`config.mk`:
```
export PLATFORM = sky130hd
export DESIGN_NAME = writeback_arbiter
export DESIGN_NICKNAME = d
export VERILOG_FILES = /design/src/rtl/wb_pkg.sv /design/src/rtl/wb_late_queue.sv /design/src/rtl/writeback_arbiter.sv
export SDC_FILE = /design/constraint.sdc
export NUM_CORES = 1
export LEC_CHECK = 0
export CORE_MARGIN = 3
export CORE_UTILIZATION = 25
export DETAILED_ROUTE_END_ITERATION = 10
export GPL_ROUTABILITY_DRIVEN = 0
export HOLD_SLACK_MARGIN = 0.05
export PLACE_DENSITY = 0.5
export SLEW_MARGIN = 30
export SYNTH_ARGS = -nofsm -noshare
export SYNTH_HDL_FRONTEND = slang
export SYNTH_SLANG_ARGS = --single-unit
```
`constraint.sdc`:
```
create_clock -name clk -period 2.02 [get_ports clk]
set_input_delay 0.404 -clock clk [delete_from_list [all_inputs] [get_ports clk]]
set_output_delay 0.404 -clock clk [all_outputs]
set_load 0.01 [all_outputs]
```
`src/rtl/wb_pkg.sv`:
```
// Shared definitions for the RV32IM writeback stage.
// Holds the W-stage source indices, the register address width, the canonical
// late-result entry layout and a small helper for "real" destination registers.
package wb_pkg;

  // W-stage result source indices (ResultSrcW encoding)
  localparam int SRC_ALU = 0;
  localparam int SRC_MEM = 1;
  localparam int SRC_PC4 = 2;
  localparam int SRC_MD  = 3;

  // Register-file address width
  localparam int REG_AW = 5;

  // Native datapath width of the RV32IM core
  localparam int WB_XLEN = 32;

  // Late-result queue entry: valid flag, destination and value
  typedef struct packed {
    logic                 valid;
    logic [REG_AW-1:0]    rd;
    logic [WB_XLEN-1:0]   data;
  } late_entry_t;

  // True when rd names an architectural register other than x0
  function automatic logic is_real_rd(input logic [REG_AW-1:0] rd);
    return (rd != {REG_AW{1'b0}});
  endfunction

endpackage

```
`src/rtl/wb_late_queue.sv`:
```
// Late-result FIFO for long-latency (mul/div) results.
// Each slot keeps its own valid bit so that a younger pipeline write to the
// same rd can kill a queued result in place; killed slots still occupy space
// and are simply discarded when they reach the head.
// Ports:
//   clk, rst_n          clock, asynchronous active-low reset
//   push/push_rd/data   enqueue at tail (ignored when full and not popping)
//   pop                 dequeue head (ignored when empty)
//   kill/kill_rd        invalidate every slot whose rd matches kill_rd
//   head_valid/rd/data  head slot contents; head_valid is low when empty
//   count               occupancy including killed slots
//   full, empty         occupancy flags
module wb_late_queue
  import wb_pkg::*;
#(
  parameter int XLEN  = 32,
  parameter int DEPTH = 2,
  localparam int PW   = $clog2(DEPTH),
  localparam int CW   = PW + 1
) (
  input  logic              clk,
  input  logic              rst_n,
  input  logic              push,
  input  logic [REG_AW-1:0] push_rd,
  input  logic [XLEN-1:0]   push_data,
  input  logic              pop,
  input  logic              kill,
  input  logic [REG_AW-1:0] kill_rd,
  output logic              head_valid,
  output logic [REG_AW-1:0] head_rd,
  output logic [XLEN-1:0]   head_data,
  output logic [CW-1:0]     count,
  output logic              full,
  output logic              empty
);

  logic [DEPTH-1:0]  valid_r;
  logic [REG_AW-1:0] rd_r   [DEPTH];
  logic [XLEN-1:0]   data_r [DEPTH];
  logic [PW-1:0]     head_r;
  logic [PW-1:0]     tail_r;
  logic [CW-1:0]     count_r;

  logic pop_ok_s;
  logic push_ok_s;

  assign empty = (count_r == CW'(0));
  assign full  = (count_r == CW'(DEPTH));

  // A full queue may accept a push only in the cycle it also pops
  assign pop_ok_s  = pop && !empty;
  assign push_ok_s = push && (!full || pop_ok_s);

  assign head_valid = !empty && valid_r[head_r];
  assign head_rd    = rd_r[head_r];
  assign head_data  = data_r[head_r];
  assign count      = count_r;

  // Slot state, pointers and occupancy; kill, then pop, then push so that a
  // push into the slot being popped (full queue) wins
  always_ff @(posedge clk or negedge rst_n) begin
    if (!rst_n) begin
      valid_r <= {DEPTH{1'b0}};
      head_r  <= {PW{1'b0}};
      tail_r  <= {PW{1'b0}};
      count_r <= {CW{1'b0}};
      for (int i = 0; i < DEPTH; i++) begin
        rd_r[i]   <= {REG_AW{1'b0}};
        data_r[i] <= {XLEN{1'b0}};
      end
    end else begin
      for (int i = 0; i < DEPTH; i++) begin
        if (kill && (rd_r[i] == kill_rd)) begin
          valid_r[i] <= 1'b0;
        end
      end
      if (pop_ok_s) begin
        valid_r[head_r] <= 1'b0;
        head_r          <= head_r + PW'(1);
      end
      if (push_ok_s) begin
        valid_r[tail_r] <= 1'b1;
        rd_r[tail_r]    <= push_rd;
        data_r[tail_r]  <= push_data;
        tail_r          <= tail_r + PW'(1);
      end
      case ({push_ok_s, pop_ok_s})
        2'b10:   count_r <= count_r + CW'(1);
        2'b01:   count_r <= count_r - CW'(1);
        default: count_r <= count_r;
      endcase
    end
  end

endmodule

```
`src/rtl/writeback_arbiter.sv`:
```
// RV32IM writeback stage: selects the W-stage result, merges out-of-band
// long-latency results through a small queue and drives the single
// register-file write port one cycle later.
// Ports:
//   clk, rst            clock, asynchronous active-low reset
//   RegWriteW, RdW      W-stage write enable and destination
//   ResultSrcW          W-stage source select
//   SrcDataW            flattened sources, source i at [i*XLEN +: XLEN]
//   late_valid/rd/data  long-latency result offer
//   late_ready          late result accepted this cycle when high
//   ResultW             combinational selected result (forwarding)
//   rf_we/waddr/wdata   registered register-file write port
//   lq_count            late queue occupancy
// Port priority: pipeline write, then queue head, then bypass of a late
// result into an empty queue. The pipeline instruction is always younger
// than any late result, so its write kills matching queued/incoming results.
module writeback_arbiter
  import wb_pkg::*;
#(
  parameter int XLEN     = 32,
  parameter int NUM_SRC  = 4,
  parameter int SELW     = 2,
  parameter int LQ_DEPTH = 2
) (
  input  logic                      clk,
  input  logic                      rst,
  input  logic                      RegWriteW,
  input  logic [REG_AW-1:0]         RdW,
  input  logic [SELW-1:0]           ResultSrcW,
  input  logic [NUM_SRC*XLEN-1:0]   SrcDataW,
  input  logic                      late_valid,
  input  logic [REG_AW-1:0]         late_rd,
  input  logic [XLEN-1:0]           late_data,
  output logic                      late_ready,
  output logic [XLEN-1:0]           ResultW,
  output logic                      rf_we,
  output logic [REG_AW-1:0]         rf_waddr,
  output logic [XLEN-1:0]           rf_wdata,
  output logic [$clog2(LQ_DEPTH):0] lq_count
);

  localparam int CW = $clog2(LQ_DEPTH) + 1;

  logic [XLEN-1:0]   result_s;
  logic              pipe_wr_s;
  logic              late_xfer_s;
  logic              late_keep_s;
  logic              pop_s;
  logic              head_write_s;
  logic              bypass_s;
  logic              push_s;

  logic              q_head_valid_s;
  logic [REG_AW-1:0] q_head_rd_s;
  logic [XLEN-1:0]   q_head_data_s;
  logic [CW-1:0]     q_count_s;
  logic              q_full_s;
  logic              q_empty_s;

  logic              rf_we_r;
  logic [REG_AW-1:0] rf_waddr_r;
  logic [XLEN-1:0]   rf_wdata_r;

  // W-stage source mux; out-of-range selects read as zero
  always_comb begin
    result_s = {XLEN{1'b0}};
    for (int i = 0; i < NUM_SRC; i++) begin
      if (int'(ResultSrcW) == i) begin
        result_s = SrcDataW[i*XLEN +: XLEN];
      end else begin
        result_s = result_s;
      end
    end
  end

  assign ResultW = result_s;

  // Write-port arbitration and queue control
  always_comb begin
    pipe_wr_s    = RegWriteW && is_real_rd(RdW);
    // Head is dequeued whenever the pipeline leaves the port free, even if
    // the head slot was killed, so dead slots drain without costing a write
    pop_s        = !pipe_wr_s && !q_empty_s;
    head_write_s = pop_s && q_head_valid_s;
    late_ready   = !q_full_s || pop_s;
    late_xfer_s  = late_valid && late_ready;
    // x0 results and results overwritten by the younger pipeline write are
    // accepted but go nowhere
    late_keep_s  = late_xfer_s && is_real_rd(late_rd) &&
                   !(pipe_wr_s && (late_rd == RdW));
    // Bypass only when nothing older remains queued: queue empty, or its
    // sole slot is a killed entry being popped right now
    bypass_s     = 1'b0;
    if (!pipe_wr_s && !head_write_s && late_keep_s) begin
      bypass_s = q_empty_s || (pop_s && (q_count_s == CW'(1)));
    end else begin
      bypass_s = 1'b0;
    end
    push_s       = late_keep_s && !bypass_s;
  end

  wb_late_queue #(
    .XLEN  (XLEN),
    .DEPTH (LQ_DEPTH)
  ) u_queue (
    .clk        (clk),
    .rst_n      (rst),
    .push       (push_s),
    .push_rd    (late_rd),
    .push_data  (late_data),
    .pop        (pop_s),
    .kill       (pipe_wr_s),
    .kill_rd    (RdW),
    .head_valid (q_head_valid_s),
    .head_rd    (q_head_rd_s),
    .head_data  (q_head_data_s),
    .count      (q_count_s),
    .full       (q_full_s),
    .empty      (q_empty_s)
  );

  // Register-file write port register; address/data hold when idle
  always_ff @(posedge clk or negedge rst) begin
    if (!rst) begin
      rf_we_r    <= 1'b0;
      rf_waddr_r <= {REG_AW{1'b0}};
      rf_wdata_r <= {XLEN{1'b0}};
    end else if (pipe_wr_s) begin
      rf_we_r    <= 1'b1;
      rf_waddr_r <= RdW;
      rf_wdata_r <= result_s;
    end else if (head_write_s) begin
      rf_we_r    <= 1'b1;
      rf_waddr_r <= q_head_rd_s;
      rf_wdata_r <= q_head_data_s;
    end else if (bypass_s) begin
      rf_we_r    <= 1'b1;
      rf_waddr_r <= late_rd;
      rf_wdata_r <= late_data;
    end else begin
      rf_we_r    <= 1'b0;
      rf_waddr_r <= rf_waddr_r;
      rf_wdata_r <= rf_wdata_r;
    end
  end

  assign rf_we    = rf_we_r;
  assign rf_waddr = rf_waddr_r;
  assign rf_wdata = rf_wdata_r;
  assign lq_count = q_count_s;

endmodule
```
# Yosys cells after proc, flatten, opt, wreduce, memory -nomap -nowiden

Cells that the tools add are included.
Widths: inputs -> output; s select.

Add/sub/neg operators: 4
$lt $le $gt $ge: 7
Equal/unequal tests: 10
Multiplexer cells: 37
Bitwise logic cells: 5
Reductions and logical operators: 34

Operators with widths:

| kind                | number |
|---|---|
| $mux 32             | 11 |
| $bwmux 64           | 1 |
| $mux 5              | 7 |
| $demux 32 s1        | 1 |
| $logic_and 1x1->1   | 19 |
| $eq 5x5->1          | 3 |
| $bwmux 10           | 1 |
| $mux 1              | 10 |
| $reduce_bool 5->1   | 2 |
| $eq 2x2->1 const B  | 4 |
| $eq 2x1->1 const B  | 3 |
| $logic_not 1->1     | 6 |
| $demux 5 s1         | 1 |
| $ge 2x2->1 const B  | 2 |
| $logic_not 2->1     | 2 |
| $lt 1x2->1 const B  | 2 |
| $mux 2              | 2 |
| $not 1->2           | 2 |
| $pmux 2 s2          | 1 |
| $logic_or 1x1->1    | 3 |
| $reduce_bool 3->1   | 1 |
| $add 1x1->1 const B | 2 |
| $add 2x1->2 const B | 1 |
| $and 2x2->2         | 1 |
| other kinds (7)     | 9 |

Register bits: 118
Bits of input ports: 176
Word-level logic and storage cells: 108

# Longest topological paths before layout

Gate-level depths: netlist of run 1.

Depth in word-level cells: 15
Depth in mapped cells: 10

# Hierarchy

Synthesis of run 1 repeated with hierarchy kept, for this count alone.

Cells, all modules: 471
Area, all modules: 6945.4 um^2

Modules (own cells, without submodules):

| module            | times used | cells each | area an instance (um^2) | seq. area each (um^2) |
|---|---|---|---|---|
| wb_late_queue     | 1          | 243        | 3701.0                  | 2001.9 |
| writeback_arbiter | 1          | 228        | 3244.4                  | 950.9 |

# Worst setup path after synthesis of run 1

No wires, ideal clock.

Path kind: input-to-reg
From: in RdW[0]
To: reg u_queue.data_r[57] (netlist bit)
Arrival time: 2.261 ns
Required time: 1.895 ns
Setup slack: -0.366 ns
Stages: 6
Cell sequence: or4_4 > o21ai_4 > nand2_1 > a211oi_4 > buf_6 > mux2_2

Word-level cells in the longest chain between the ends: 13

RTL lines:

| what                            | RTL line                                         | source |
|---|---|---|
| from (decl)                     | writeback_arbiter.sv:28                          | `input logic [REG_AW-1:0] RdW,` |
| $reduce_bool 5->1               | wb_pkg.sv:27                                     | `return (rd != {REG_AW{1'b0}});` |
| $logic_and 1x1->1               | writeback_arbiter.sv:80                          | `pipe_wr_s = RegWriteW && is_real_rd(RdW);` |
| $logic_not 1->1                 | writeback_arbiter.sv:83, writeback_arbiter.sv:94 |  |
| $logic_and 1x1->1               | writeback_arbiter.sv:83                          | `pop_s = !pipe_wr_s && !q_empty_s;` |
| $logic_or 1x1->1                | writeback_arbiter.sv:85                          | `late_ready = !q_full_s \|\| pop_s;` |
| $logic_and 1x1->1               | writeback_arbiter.sv:86                          | `late_xfer_s = late_valid && late_ready;` |
| $logic_and 1x1->1 (2 in series) | writeback_arbiter.sv:89                          | `late_keep_s = late_xfer_s && is_real_rd(late_rd) &&` |
| $logic_and 1x1->1               | writeback_arbiter.sv:94                          | `if (!pipe_wr_s && !head_write_s && late_keep_s) begin` |
| $mux 1                          | writeback_arbiter.sv:94                          |  |
| $logic_not 1->1                 | writeback_arbiter.sv:99                          | `push_s = late_keep_s && !bypass_s;` |
| $logic_and 1x1->1               | writeback_arbiter.sv:99                          |  |
| $logic_and 1x1->1 (*)           | wb_late_queue.sv:52                              | `assign push_ok_s = push && (!full \|\| pop_ok_s);` |
| to (signal, indexed assignment) | wb_late_queue.sv:69                              | `data_r[i] <= {XLEN{1'b0}};` |
| to (signal, indexed assignment) | wb_late_queue.sv:84                              | `data_r[tail_r] <= push_data;` |
| to (decl)                       | wb_late_queue.sv:39                              | `logic [XLEN-1:0] data_r [DEPTH];` |

Mark *: on every way between the ends. The rest lies on a longest branch, timed or not.
A chain may end at the register's enable or synchronous reset.

# Final worst setup path of run 1

From: in RdW[1]
To: reg u_queue.data_r[45] (netlist bit)

The elaborated chain is that of the path after synthesis.

==> qor.log, run 1 <==
[timing] setup TNS -21560 ps
[pwr] switching power 6.43 mW
[finish] area of the multi-input gates 4160 um2
[synthesis] largest cells by area after synthesis sky130_fd_sc_hd__dfrtp_1 45%, sky130_fd_sc_hd__mux2_2 12%, sky130_fd_sc_hd__mux4_2 11%
[finish] area of all placed cells without fillers 12200 um2
[synthesis] cell count after synthesis 553
[setup_path] kind of cell adding the most delay to the critical path buffers and inverters
[finish] ratio of cells with drive above 1 in the final layout 0.358
[timing] fin crit share 1.13
[setup_path] critical path required time 2320 ps
[setup_path] type of origin of the critical path input port
[synthesis] Yosys warning count 0
[clock_network] CTS Root Buffer Type sky130_fd_sc_hd__clkbuf_16
[route] remaining number of nets flagged by the antenna check after routing 0
[timing] final setup violation count 114
[worst_hold_path] worst min-delay path category input port to asynchronous set/reset pin
[synthesis] proportion of synthesized chip area in sequential cells 0.448
[route] Avg WL per Cell 21.2 um
[synthesis] area fraction of the dominant cell type after synthesis 0.448
[synthesis] leading area contributor after synthesis sky130_fd_sc_hd__dfrtp_1
[place] instance area at placement 10000 um2
[clock_network] cts bufs inserted 17
[flow_run] MaxCap Viol Count 0
[finish] FF+latch area 2950 um2
[timing] transition at the pin with the smallest max-transition slack 748 ps
[floorplan] die boundary width 168 um
[setup_path] type of the worst setup path input port to register
[floorplan] site row count 58
[setup_path] kind of end point of the critical path register
[route] Vias 6061
[clock_network] worst skew pair latency 420 ps
[floorplan] number of top-level design ports 249
[pwr] leakage power total 4.97 nW
[synthesis] Synth Register Bits 118
[synthesis] Top FF cell, synth sky130_fd_sc_hd__dfrtp_1
[pwr] Internal Power 11.2 mW
[global_route] number of antenna violations at the first check in global routing 2
[clock_network] number of H-tree levels 4
[pwr] worst supply voltage drop on vdd 0.00132 V
[global_route] GR Util All Layers 0.178
[global_route] number of global-route vias before repair 6694
[timing] normalized max-slew margin 0.501
[clock_network] clock sink total 118
[setup_path] buffering stage count on the worst path with inverters included 6
[timing] clock period minus worst slack 2290 ps
[finish] Nets 1076
[synthesis] number of distinct standard cells referenced by the synthesized netlist 40
[run_status] violations in the final reports setup timing
[clock_network] maximum number of buffers from clock root to sink 2
[pwr] fraction of power spent switching nets 0.365
[finish] layout overhead on the synthesized area 84.7%
[setup_path] cells along the critical path buf_6 -> or4_4 -> buf_6 -> o21ai_4 -> nand2_4 -> buf_6 -> a211oi_4 -> buf_6 -> buf_12 -> clkbuf_16 -> mux2_4
[pwr] part of the power in combinational logic 0.583
[synthesis] Post-Syn Area 6590 um2
[synthesis] total nets after synthesis 733
[timing] max-slew violation count 0
[setup_path] slowest cell on the critical path sky130_fd_sc_hd__or4_4
[setup_path] Max Fanout on Critical Path 4
[synthesis] most common library cells after synthesis 118 x sky130_fd_sc_hd__dfrtp_1, 113 x sky130_fd_sc_hd__nand2_1, 71 x sky130_fd_sc_hd__mux2_2
[synthesis] most common cell in the netlist sky130_fd_sc_hd__dfrtp_1
[timing] RSZ-0062 raised after global routing yes
[global_route] GRT overflow 0
[timing] final setup margin -267 ps
[clock_network] CTS tree done
[route] vias per cell 4.89
[pwr] register share of total power 0.246
[setup_path] Largest stage delay, worst path 540 ps
[floorplan] Die Span Y 168 um
[route] DR iter-0 viols 268
[synthesis] synthesized area per cell 11.9 um2
[finish] Fill cells 2311
[synthesis] asr flop ratio synth 1.00
[synthesis] number of flops mapped to enable cells by yosys 0
[run_status] outcome finished with violations
[pwr] pwr/cell area 1450 nW/um2
[clock_network] Hold Buf Count CTS 0
[global_route] first-pass GRT wire length 39100 um
[setup_path] cell occurring most often along the worst timing path sky130_fd_sc_hd__buf_6
[setup_path] data arrival time of the critical path 2590 ps
[floorplan] overall die area 28300 um2
[floorplan] core area 25500 um2
[timing] final clock skew 10.8 ps
[timing] final hold violation count 0
[clock_network] clock-pin slew on the worst setup and hold paths 60 ps
[place] half-perimeter wire length after detailed placement 15400 um
[route] total routed wirelength 26300 um
[floorplan] initial core utilization 0.258
[route] detailed-route DRC error count 0
[global_route] largest net degree at the start of global routing 119
[place] number of port buffers 248
[route] first-pass detailed-route iteration total 4
[timing] Max Freq 437 MHz
[pwr] Clk pwr share 0.171
-- kinds of logic (layout without fill, tap and decap cells) --
logic type / Yosys count / count (layout) / share of synthesized area
adder cells (fa/ha/maj): 4 / 4 / 0.00760
flip-flops: 118 / 118 / 0.448
XOR/XNOR: 19 / 19 / 0.0253
other: 0 / 1 / 0
AND/OR/NAND/NOR: 125 / 125 / 0.0752
multiplexers: 144 / 144 / 0.294
buffers and inverters: 54 / 410 / 0.0374
AO/OA/AOI/OAI: 89 / 89 / 0.112
-- layout by cell type, fill, tap and decap left out, types with 3 or more instances in the layout --
| master | n |
|---|---|
| sky130_fd_sc_hd__clkbuf_16 | 22 |
| sky130_fd_sc_hd__o2111ai_2 | 13 |
| sky130_fd_sc_hd__mux2i_1 | 38 |
| sky130_fd_sc_hd__clkdlybuf4s50_1 | 201 |
| sky130_fd_sc_hd__clkbuf_1 | 4 |
| sky130_fd_sc_hd__buf_2 | 5 |
| sky130_fd_sc_hd__xor2_1 | 9 |
| sky130_fd_sc_hd__clkdlybuf4s15_2 | 4 |
| sky130_fd_sc_hd__dlygate4sd2_1 | 11 |
| sky130_fd_sc_hd__buf_12 | 23 |
| sky130_fd_sc_hd__buf_16 | 10 |
| sky130_fd_sc_hd__xnor2_1 | 10 |
| sky130_fd_sc_hd__mux4_2 | 32 |
| sky130_fd_sc_hd__buf_6 | 20 |
| sky130_fd_sc_hd__dfrtp_1 | 117 |
| sky130_fd_sc_hd__mux2_4 | 74 |
| sky130_fd_sc_hd__nand2_1 | 112 |
| sky130_fd_sc_hd__o2111ai_4 | 17 |
| sky130_fd_sc_hd__clkbuf_8 | 3 |
| sky130_fd_sc_hd__clkinv_2 | 3 |
| sky130_fd_sc_hd__ha_4 | 4 |
| sky130_fd_sc_hd__clkinvlp_4 | 3 |
| sky130_fd_sc_hd__o211ai_1 | 37 |
| sky130_fd_sc_hd__buf_4 | 70 |
| sky130_fd_sc_hd__clkdlybuf4s15_1 | 21 |
| sky130_fd_sc_hd__o2111ai_1 | 7 |
-- layout make-up --
| cell class | count | area share |
|---|---|---|
| antenna | 1 | 0.000206 |
| clock buffer | 24 | 0.0396 |
| clock inverter | 8 | 0.00802 |
| inverter | 4 | 0.00144 |
| multi-input combinational | 381 | 0.342 |
| sequential | 118 | 0.243 |
| tap | 330 | 0.0339 |
| timing repair buffer | 374 | 0.332 |
-- through the flow --
stage	setup slack, ps	cells	power (mW)	utilization	hold slack [ps]
6_report	-267	1240	17.6	0.476	36.4
5_1_grt	-307	1240	18.6	0.476	107
4_1_cts	-287	1226	16.4	0.458	117
3_5_place_dp	-803	1153	11.2	0.393	482
3_3_place_gp	-746	1153	11.0	0.393	467
2_1_floorplan	-357	553	8.32	-	108
-- flip-flops by register name, indices dropped and copies added, names as in the netlist --
register,count
u_queue.data_r,64
u_queue.head_r,1
u_queue.rd_r,10
u_queue.valid_r,2
u_queue.tail_r,1
rf_waddr,5
rf_we,1
u_queue.count,2
rf_wdata,32
-- per-layer routing --
layer,share of wire,wire length [um],GRT usage
met1,0.41,10900,0.219
met2,0.52,13700,0.310
met3,0.057,1490,0.0500
met4,0.012,311,0.0406
met5,0.00049,13,0
-- power groups by stage --
stage,Sequential [mW],Combinational [mW],Clock [mW]
floorplan,4.33,3.99,0
global placement,4.24,6.78,0
detailed placement,4.31,6.93,0
CTS,4.33,8.99,3.04
global route,4.49,11.0,3.16
finish,4.35,10.3,3.02
-- worst paths after layout --
| kind | slack, ps | startpoint | depth (start not counted) | endpoint |
|---|---|---|---|---|
| setup / recovery | -270 | RdW[1] | 11 | u_queue.data_r[45]$_DFFE_PN0P_ |
| hold / removal | 40 | rst | 2 | rf_waddr[4]$_DFFE_PN0P_ |
| setup reg to reg | -260 | u_queue.count[1]$_DFFE_PN0P_ | 9 | u_queue.rd_r[4]$_DFFE_PN0P_ |
| hold reg to reg | 510 | u_queue.data_r[11]$_DFFE_PN0P_ | 1 | u_queue.data_r[11]$_DFFE_PN0P_ |
| max in group asynchronous | 1400 | rst | 2 | u_queue.data_r[55]$_DFFE_PN0P_ |
| min in group clk | 410 | RdW[0] | 4 | rf_waddr[0]$_DFFE_PN0P_ |
-- repair_timing --
action / CTS / global route
resized for setup: 190 / 83
setup endpoints to repair: 150 / 130
setup buffers: 25 / 18
hold endpoints to repair: 0 / 0
pin swaps: 10 / 49
gates cloned: 16 / 5
No activity file was read; power rests on OpenSTA's default activity.
==> inputs of run 2 (changes only) <==
Settings changed: CORE_ASPECT_RATIO set to 0.8.
==> run 2 against run 1 <==
  * The run still ends with setup timing left
  * Setup slack improved by 120 ps
  * Power rose by 1.3%
  * Final area is 1.3% lower
  * Global-route usage up 0.15 points
  * Clock power grew 9.9%
  * Sequential power about the same
  * Routed wire length down 3.1%
  * Final cell count increased by 1.3%
==> qor.log, run 2 (synthesis results as in run 1) <==
[pwr] pwr/cell area 1490 nW/um2 [+2.6%]
[pwr] leakage power total 4.96 nW [-0.20%]
[clock_network] clock-pin slew on the worst setup and hold paths 60 ps [about the same]
[floorplan] site row count 52 [-10%]
[floorplan] Die Span Y 151 um [-10%]
[route] Vias 6019 [-0.69%]
[global_route] GRT overflow 0 [unchanged]
[route] total routed wirelength 25500 um [-3.1%]
[setup_path] Largest stage delay, worst path 440 ps [-100 ps]
[finish] ratio of cells with drive above 1 in the final layout 0.368 [+0.0104]
[global_route] number of antenna violations at the first check in global routing 0 [-2]
[global_route] first-pass GRT wire length 39100 um [about the same]
[setup_path] kind of end point of the critical path register
[floorplan] core area 25600 um2 [+0.35%]
[clock_network] cts bufs inserted 17 [unchanged]
[setup_path] cell occurring most often along the worst timing path sky130_fd_sc_hd__buf_12
[route] vias per cell 4.79 [-2.0%]
[place] instance area at placement 10100 um2 [+0.87%]
[setup_path] worst reg-to-reg path cell count 7 [-2]
[route] first-pass detailed-route iteration total 4 [unchanged]
[setup_path] r2r endpoint u_queue.data_r[26]$_DFFE_PN0P_
[timing] normalized max-slew margin 0.506 [+0.00435]
[finish] area of all placed cells without fillers 12000 um2 [-1.3%]
[finish] most common library cell in the layout ignoring fill and taps sky130_fd_sc_hd__clkdlybuf4s50_1
[floorplan] number of top-level design ports 249 [unchanged]
[worst_hold_path] hold path startpoint late_rd[2]
[route] DR iter-0 viols 242 [-9.7%]
[global_route] largest net degree at the start of global routing 50 [-58%]
[worst_hold_path] worst min-delay path category input port to register
[timing] Max Freq 461 MHz [+5.4%]
[clock_network] clock sink total 118 [unchanged]
[timing] setup TNS -9410 ps [+12160 ps]
[global_route] number of global-route vias before repair 6686 [-0.12%]
[timing] final clock skew 16.6 ps [+5.81 ps]
[timing] final setup violation count 111 [-2.6%]
[flow_run] MaxCap Viol Count 0 [unchanged]
[setup_path] data arrival time of the critical path 2480 ps [-110 ps]
[setup_path] type of the worst setup path input port to register
[setup_path] slowest cell on the critical path sky130_fd_sc_hd__a311o_2
[timing] clock period minus worst slack 2170 ps [-118 ps]
[finish] Fill cells 2352 [+1.8%]
[finish] highest-count cells in the layout ignoring fill and taps 200 x sky130_fd_sc_hd__clkdlybuf4s50_1, 116 x sky130_fd_sc_hd__dfrtp_1, 112 x sky130_fd_sc_hd__nand2_1
[route] Avg WL per Cell 20.3 um [-4.3%]
[finish] fraction of the core area covered by cells at the end of the flow 0.469 [-0.00763]
[clock_network] worst skew pair latency 430 ps [about the same]
[place] number of port buffers 248 [unchanged]
[timing] transition at the pin with the smallest max-transition slack 741 ps [-6.53 ps]
[global_route] GR Util All Layers 0.179 [+0.00149]
[finish] Top reg by flops u_queue.data_r
[timing] RSZ-0062 raised after global routing yes
[pwr] worst supply voltage drop on vdd 0.000818 V [-38%]
[route] highest metal used met4
[place] half-perimeter wire length after detailed placement 16300 um [+6.5%]
[worst_hold_path] Worst Hold Depth 3
[route] detailed-route DRC error count 0 [unchanged]
[timing] final setup margin -149 ps [+118 ps]
[clock_network] CTS tree done
[setup_path] critical path required time 2330 ps [about the same]
[finish] Nets 1072 [-0.37%]
[setup_path] depth of the critical timing path with buffers and inverters included 9 [-2]
[timing] fin crit share 1.07 [-0.0582]
[setup_path] startpoint of the worst-slack reg-to-reg timing path u_queue.count[1]$_DFFE_PN0P_
[timing] final hold violation count 0 [unchanged]
[clock_network] maximum number of buffers from clock root to sink 2 [unchanged]
[floorplan] die boundary width 187 um [+11%]
[timing] max-slew violation count 0 [unchanged]
[setup_path] cells along the critical path dlygate4sd2_1 -> xor2_1 -> nor3_1 -> a311o_2 -> a211oi_4 -> buf_6 -> buf_12 -> buf_12 -> mux2_4
[route] remaining number of nets flagged by the antenna check after routing 0 [unchanged]
[finish] layout overhead on the synthesized area 82.4%
[run_status] outcome finished with violations
[floorplan] overall die area 28300 um2 [about the same]
[setup_path] kind of cell adding the most delay to the critical path buffers and inverters
[setup_path] register-to-register path setup slack -130 ps [+130 ps]
[worst_hold_path] worst hold endpoint u_queue.rd_r[7]$_DFFE_PN0P_
[finish] max FFs per register 64 [unchanged]
[run_status] violations in the final reports setup timing
[setup_path] type of origin of the critical path input port
[clock_network] number of H-tree levels 4 [unchanged]
[setup_path] buffering stage count on the worst path with inverters included 4 [-2]
[route] sum of routed wire segments on met1 11700 um [+7.8%]
[floorplan] initial core utilization 0.257 [-0.000906]
[setup_path] Max Fanout on Critical Path 8 [+4]
[clock_network] CTS Root Buffer Type sky130_fd_sc_hd__clkbuf_16
[finish] antenna diode count 0 [-1]
[route] wire length on met3 1400 um [-6.2%]
[route] length of routed met2 wiring 12300 um [-10%]
-- run 2: routing by layer --
metal | GRT usage | vias to the layer above
li1 | - | 2763
met1 | 0.241 | 3079
met2 | 0.294 | 166
met3 | 0.0463 | 11
met4 | 0.0375 | 0
met5 | 0 | -
-- run 2: through the flow --
stage	instances	power, mW	hold slack [ps]	setup slack (ps)
floorplan	553	8.32	108	-357
global placement	1177	11.1	410	-789
global route	1256	18.9	361	-211
detailed placement	1177	11.3	421	-822
CTS	1256	18.1	355	-195
finish	1256	17.9	368	-149
-- run 2: worst max-delay path by stage --
stage                                             from                             end  slack, ps
final                                           RdW[4]  u_queue.data_r[26]$_DFFE_PN0P_       -150
after global routing      u_queue.count[0]$_DFFE_PN0P_  u_queue.data_r[23]$_DFFE_PN0P_       -210
after CTS                 u_queue.count[0]$_DFFE_PN0P_     u_queue.rd_r[6]$_DFFE_PN0P_       -200
after detailed placement                        RdW[0]  u_queue.data_r[37]$_DFFE_PN0P_       -820
after global placement                          RdW[0]  u_queue.data_r[50]$_DFFE_PN0P_       -790
after floorplan                                 RdW[0]  u_queue.data_r[57]$_DFFE_PN0P_       -360
-- run 2: final cells by class --
class / instances / area, um2 / share of cell area
multi-input cells: 381 / 4020 / 0.334
inverters: 4 / 17.5 / 0.00146
flip-flops and latches: 118 / 2960 / 0.246
well taps: 351 / 439 / 0.0366
clock inverters: 14 / 198 / 0.0165
repair buffers: 370 / 3950 / 0.329
clock buffers: 18 / 439 / 0.0366
-- run 2: power by group --
group	internal, mW	total [mW]	leakage (nW)	switching [mW]
clock	2.11	3.32	0.308	1.20
combinational	5.85	10.2	3.25	4.35
sequential	3.59	4.37	1.40	0.781
total	11.6	17.9	4.96	6.33
-- run 2: what timing repair did --
| item | in CTS | in global routing |
|---|---|---|
| pin swaps | 43 | 20 |
| gates cloned | 16 | 4 |
| endpoints found under the setup margin | 150 | 137 |
| buffers inserted | 30 | 10 |
| hold endpoints to repair | 31 | 0 |
| hold buffers | 1 | 0 |
| gates resized for setup | 212 | 59 |
-- run 2: tightest hold or removal path: stages --
cell,delay [ps]
sky130_fd_sc_hd__buf_2,110
sky130_fd_sc_hd__buf_6,110
sky130_fd_sc_hd__mux2_4,130
